==> src/rtl/bicubic_window_sched.sv <==
// Frame scheduler for bicubic_upsample: walks the source in clamped 4x4
// windows, one per cycle, gated on line-buffer row residency.
module bicubic_window_sched #(
    parameter int BLOCK_SIZE = 960,
    parameter int SRC_HEIGHT = 540,
    parameter int CW         = $clog2(BLOCK_SIZE),
    parameter int RW         = $clog2(SRC_HEIGHT) + 1
) (
    input  logic          clk,
    input  logic          rst,
    input  logic          start,
    input  logic [RW-1:0] rows_avail,
    output logic          bf_req_valid,
    input  logic          bcci_req_ready,
    output logic [RW-1:0] win_row0,
    output logic [RW-1:0] win_row1,
    output logic [RW-1:0] win_row2,
    output logic [RW-1:0] win_row3,
    output logic [CW-1:0] win_col0,
    output logic [CW-1:0] win_col1,
    output logic [CW-1:0] win_col2,
    output logic [CW-1:0] win_col3,
    output logic [1:0]    phase,
    output logic [RW-1:0] min_row_needed,
    output logic          busy,
    output logic          frame_done
);

    localparam int NPASS = 4 * SRC_HEIGHT;
    localparam int PW    = $clog2(NPASS);
    // column counter must reach BLOCK_SIZE itself
    localparam int XW    = CW + 1;

    localparam logic [PW-1:0] LAST_P = PW'(NPASS - 1);
    localparam logic [XW-1:0] LAST_C = XW'(BLOCK_SIZE);
    localparam logic [PW-1:0] P_ONE  = PW'(1);
    localparam logic [XW-1:0] C_ONE  = XW'(1);

    localparam logic signed [RW+1:0] ROW_MAX   = (RW+2)'(SRC_HEIGHT - 1);
    localparam logic signed [RW+1:0] ROW_ONE   = (RW+2)'(1);
    localparam logic signed [RW+1:0] ROW_TWO   = (RW+2)'(2);
    localparam logic signed [RW+1:0] ROW_THREE = (RW+2)'(3);
    localparam logic signed [CW+1:0] COL_MAX   = (CW+2)'(BLOCK_SIZE - 1);
    localparam logic signed [CW+1:0] COL_ONE   = (CW+2)'(1);
    localparam logic signed [CW+1:0] COL_TWO   = (CW+2)'(2);
    localparam logic signed [CW+1:0] COL_THREE = (CW+2)'(3);

    typedef enum logic [1:0] {
        IDLE,
        WAIT,
        ISSUE,
        DONE
    } state_t;

    state_t        state, state_n;
    logic [PW-1:0] p_q, p_n;
    logic [XW-1:0] c_q, c_n;

    function automatic logic [RW-1:0] clamp_row(input logic signed [RW+1:0] v);
        logic [RW-1:0] r;
        if (v[RW+1])
            r = '0;
        else if (v > ROW_MAX)
            r = ROW_MAX[RW-1:0];
        else
            r = v[RW-1:0];
        return r;
    endfunction

    function automatic logic [CW-1:0] clamp_col(input logic signed [CW+1:0] v);
        logic [CW-1:0] r;
        if (v[CW+1])
            r = '0;
        else if (v > COL_MAX)
            r = COL_MAX[CW-1:0];
        else
            r = v[CW-1:0];
        return r;
    endfunction

    // Top (unclamped) row: k-2 for phases 0/1, k-1 for phases 2/3.
    function automatic logic signed [RW+1:0] row_base(input logic [PW-1:0] pp);
        logic signed [RW+1:0] kk;
        kk = signed'((RW+2)'(pp[PW-1:2]));
        return pp[1] ? kk - ROW_ONE : kk - ROW_TWO;
    endfunction

    function automatic logic pass_ready(input logic [PW-1:0] pp,
                                        input logic [RW-1:0] avail);
        return avail > clamp_row(row_base(pp) + ROW_THREE);
    endfunction

    always_comb begin
        state_n = state;
        p_n     = p_q;
        c_n     = c_q;
        unique case (state)
            IDLE: begin
                if (start) begin
                    state_n = WAIT;
                    p_n     = '0;
                    c_n     = '0;
                end
            end
            WAIT: begin
                if (pass_ready(p_q, rows_avail))
                    state_n = ISSUE;
            end
            ISSUE: begin
                if (bf_req_valid && bcci_req_ready) begin
                    if (c_q == LAST_C) begin
                        c_n = '0;
                        if (p_q == LAST_P) begin
                            state_n = DONE;
                        end else begin
                            p_n     = p_q + P_ONE;
                            state_n = pass_ready(p_n, rows_avail) ? ISSUE : WAIT;
                        end
                    end else begin
                        c_n = c_q + C_ONE;
                    end
                end
            end
            DONE: state_n = IDLE;
            default: state_n = IDLE;
        endcase
    end

    logic signed [RW+1:0] rb_n;
    logic signed [CW+1:0] cb_n;

    always_comb begin
        rb_n = row_base(p_n);
        cb_n = signed'((CW+2)'(c_n)) - COL_TWO;
    end

    // Indices are registered from the next counter values, so they track
    // p/c exactly and hold while a request waits for ready.
    always_ff @(posedge clk or posedge rst) begin
        if (rst) begin
            state          <= IDLE;
            p_q            <= '0;
            c_q            <= '0;
            bf_req_valid   <= 1'b0;
            busy           <= 1'b0;
            frame_done     <= 1'b0;
            phase          <= '0;
            min_row_needed <= '0;
            win_row0       <= '0;
            win_row1       <= '0;
            win_row2       <= '0;
            win_row3       <= '0;
            win_col0       <= '0;
            win_col1       <= '0;
            win_col2       <= '0;
            win_col3       <= '0;
        end else begin
            state        <= state_n;
            p_q          <= p_n;
            c_q          <= c_n;
            bf_req_valid <= (state_n == ISSUE);
            busy         <= (state_n != IDLE);
            frame_done   <= (state_n == DONE);
            if (state_n != IDLE) begin
                phase          <= p_n[1:0];
                min_row_needed <= clamp_row(rb_n);
                win_row0       <= clamp_row(rb_n);
                win_row1       <= clamp_row(rb_n + ROW_ONE);
                win_row2       <= clamp_row(rb_n + ROW_TWO);
                win_row3       <= clamp_row(rb_n + ROW_THREE);
                win_col0       <= clamp_col(cb_n);
                win_col1       <= clamp_col(cb_n + COL_ONE);
                win_col2       <= clamp_col(cb_n + COL_TWO);
                win_col3       <= clamp_col(cb_n + COL_THREE);
            end
        end
    end

endmodule

==> config.mk <==
export PLATFORM = sky130hd
export DESIGN_NAME = bicubic_window_sched
export DESIGN_NICKNAME = d
export VERILOG_FILES = /design/src/rtl/bicubic_window_sched.sv
export SDC_FILE = /design/constraint.sdc
export NUM_CORES = 1
export LEC_CHECK = 0
export ABC_AREA = 1
export BUFFER_PORTS_ARGS = -buffer_cell sky130_fd_sc_hd__buf_2
export CAP_MARGIN = 20
export CORE_MARGIN = 2
export CORE_UTILIZATION = 40
export CTS_BUF_LIST = sky130_fd_sc_hd__clkbuf_16
export DETAILED_ROUTE_END_ITERATION = 8
export SYNTH_ARGS = -nofsm -noshare
export SYNTH_HDL_FRONTEND = slang
export SYNTH_SLANG_ARGS = --single-unit
==> constraint.sdc <==
create_clock -name clk -period 7.2 [get_ports clk]
set_clock_uncertainty 0.15 [all_clocks]
set_input_delay 1.8 -clock clk [delete_from_list [all_inputs] [get_ports clk]]
set_output_delay 1.8 -clock clk [all_outputs]
set_load 0.02 [all_outputs]
==> run summary <==
area of the multi-input gates: 0.005663 sq mm
slowest library cell on the worst path: dfrtp_1
Pleak: 0.006163 uW
Most common cell on crit path: nand2_1
P_sw: 1084 uW
achievable frequency: 0.1580 GHz
CP endpoint kind: flip-flop
Post-CTS Hold Fix Bufs: 0
initial antenna violation count: 0
CP peak stage delay: 0.52 ns
clock buffers created by TritonCTS: 17
FP Rows: 55
Via Count: 8721
register area: 0.002828 sq mm
Hold Path Class: flip-flop to flip-flop
Setup TNS: 0 ns
CORE AREA: 0.02271 sq mm
Final WS setup: 0.8711 ns
Worst VDD drop: 0.0001833 V
CTS sink count: 113
combinational share of power: 39.9%
Int Power: 1459 uW
Initial Utilization: 40.85%
Critical Path AT: 6.55 ns
status: finished clean
pre-CTS setup slack: 0.7153 ns
Synth cell types: 57
Slew Limit Fails: 0
share of flip-flops with an asynchronous set or reset: 100.0%
EDFF count, synth: 0
unrepaired setup endpoints after global routing: no
Synth Flop Type: dfrtp_1
H-tree Lvls: 4
ANT cells: 0
gr usage total: 21.30%
initial DRC count: 461
die outline height: 156.3 um
Synth warnings: 0
Antenna Nets Post-Route: 0
Clock power frac: 31.5%
vias in the first global route: 8578
# resized after CTS: 0
#FFs+latches synth: 113
Die Width: 156.3 um
Post-route DRC: 0
wire per inst: 14.50 um
Pwr per Cell Area: 239.0 mW/mm^2
CTS Root Buffer Type: clkbuf_16
worst-margin pin slew: 0.9258 ns
input/output buffers: 112
Rel. slew slack: 37.63%
Final #Nets: 1504
Max Cap Violations: 0
GRT overflow: 0
die area: 0.02443 sq mm
number of setup buffers added after CTS: 0
worst-case register-to-register setup slack: 0.87 ns
final wirelength: 25.09 mm
Syn Inst Count: 1323
Hold Fails Final Rpt: 0
Final Setup Violations: 0
worst-path fanout max: 16
share of layout cells above drive strength 1: 19.79%
clock buffer depth: 2
Seq/Total Area, Yosys: 30.48%
routability cong.: 0.9379
crit path launch type: flip-flop
Reg clk slew, reported paths: 0.05 ns
routed vias/inst: 5.041
Area Growth Syn to Fin: 14.73%
DP HPWL: 19.26 mm
fillers: 2335
worst endpoint required time: 7.42 ns
fin crit period: 6.329 ns
first-pass GRT wire length: 41.81 mm
1st-pass router iterations: 5
fin crit share: 87.90%
crit path kind: flip-flop to flip-flop
synthesized cell area: 0.009276 sq mm
Worst-Skew Late Latency: 0.43 ns
TritonCTS clock tree: done
switch share: 42.63%
top-level I/O count: 115
sequential power share: 28.6%
Avg Cell Area, Syn: 7.012 sq um
pin count of the biggest net entering global routing: 71
layer usage:
metal | up-vias | part of all wire [%] | track usage [%]
met4 | 0 | 2.2 | 7.471
met2 | 224 | 46 | 34.82
met1 | 4030 | 47 | 28.66
met5 | - | 0 | 0
li1 | 4421 | - | -
met3 | 46 | 4.6 | 3.351
layout make-up:
class                           count  area share, %
Timing Repair Buffer              117          5.737
Clock buffer                       17          3.997
Sequential cell                   113          26.57
Inverter                          166          5.972
Tap cell                          285          3.351
Multi-Input combinational cell   1019          53.21
Clock inverter                     13          1.164
per-stage QoR:
stage	std cells	hold WS, ns	total power, uW	cell area [sq um]	util [%]
2_1_floorplan	1325	0.3551	1464	9284	-
3_3_place_gp	1700	0.3095	1752	10090	44.44
3_5_place_dp	1700	0.3103	1753	10090	44.44
4_1_cts	1730	0.3260	2565	10640	46.85
5_1_grt	1730	0.3374	2721	10640	46.87
6_report	1730	0.3168	2544	10640	46.87
synthesized netlist by cell type (12+ instances only):
| library cell | count | area share, % |
|---|---|---|
| nor2_1 | 104 | 4.2 |
| ha_1 | 55 | 7.4 |
| nand2_4 | 12 | 1.5 |
| nand2_2 | 24 | 1.6 |
| dfrtp_1 | 113 | 30 |
| buf_4 | 13 | 1.1 |
| nor2_2 | 20 | 1.3 |
| a21oi_1 | 25 | 1.3 |
| inv_1 | 134 | 5.4 |
| xor2_1 | 52 | 4.9 |
| inv_2 | 24 | 0.97 |
| nor3_1 | 12 | 0.65 |
| nand4_1 | 29 | 2.0 |
| nand3_1 | 83 | 4.5 |
| o21ai_0 | 45 | 2.4 |
| nand3_2 | 14 | 1.5 |
| o21ai_1 | 27 | 1.5 |
| nand2_1 | 436 | 18 |
power groups by stage:
stage,Clock [uW],Sequential [uW],Combinational [uW]
floorplan,0,787,677
global placement,0,739,1010
detailed placement,0,737,1020
CTS,815,727,1020
global route,845,734,1140
finish,802,727,1010
kinds of logic (layout without fill, tap and decap cells):
family | count (synthesis) | after routing | share of synthesized area, %
simple gates | 763 | 763 | 38.09
compound gates | 131 | 131 | 8.538
other cells | 2 | 4 | 0.08096
flops | 113 | 113 | 30.48
buf+inv | 193 | 313 | 8.551
xor+xnor | 66 | 66 | 6.839
fa+ha+maj | 55 | 55 | 7.418
flip-flops by register name, indices dropped and copies added (netlist names), 11 cells and up:
register,flops
win_row1,11
p_q,12
win_row2,11
win_row3,11
c_q,11
final timing paths:
kind | cells past startpoint | to | from
max reg2reg | 38 | min_row_needed[2] | p_q[1]
max | 38 | min_row_needed[2] | p_q[1]
min | 2 | phase[0] | phase[0]
max in group asynchronous | 3 | win_row2[8] | rst
min in group asynchronous | 2 | bf_req_valid | rst
min reg2reg | 2 | phase[0] | phase[0]
cell usage in the layout, fill, tap and decap left out, types with 4 or more instances in the layout:
cell | Yosys | routed
or2_1 | 4 | 4
clkbuf_16 | 0 | 17
o21ai_2 | 8 | 8
inv_2 | 24 | 24
a21oi_1 | 25 | 25
buf_4 | 13 | 4
nand3_1 | 83 | 83
o21ai_0 | 45 | 45
nor2_1 | 104 | 104
clkinv_2 | 0 | 4
nand3_2 | 14 | 14
o21ai_1 | 27 | 27
dfrtp_1 | 113 | 113
nor2_4 | 10 | 10
ha_1 | 55 | 55
buf_2 | 4 | 112
conb_1 | 2 | 4
nor2_2 | 20 | 20
clkinv_1 | 5 | 6
nand2_1 | 436 | 436
nand2_2 | 24 | 24
xnor2_1 | 8 | 8
inv_4 | 3 | 5
xor2_1 | 52 | 52
inv_1 | 134 | 134
nand4_1 | 29 | 29
nand2_4 | 12 | 12
nor3_1 | 12 | 12
xor2_2 | 5 | 5
nor3_2 | 4 | 4
critical path: cells and delay by family (launching register included):
| family | cells | cell delay, ns |
|---|---|---|
| buffers and inverters | 6 | 0.67 |
| AOI/OAI and AO/OA | 7 | 1.16 |
| adders and majority gates | 3 | 0.83 |
| DFF | 1 | 0.52 |
| and+or+nand+nor | 22 | 2.94 |
(Power assumes the default switching activity.)
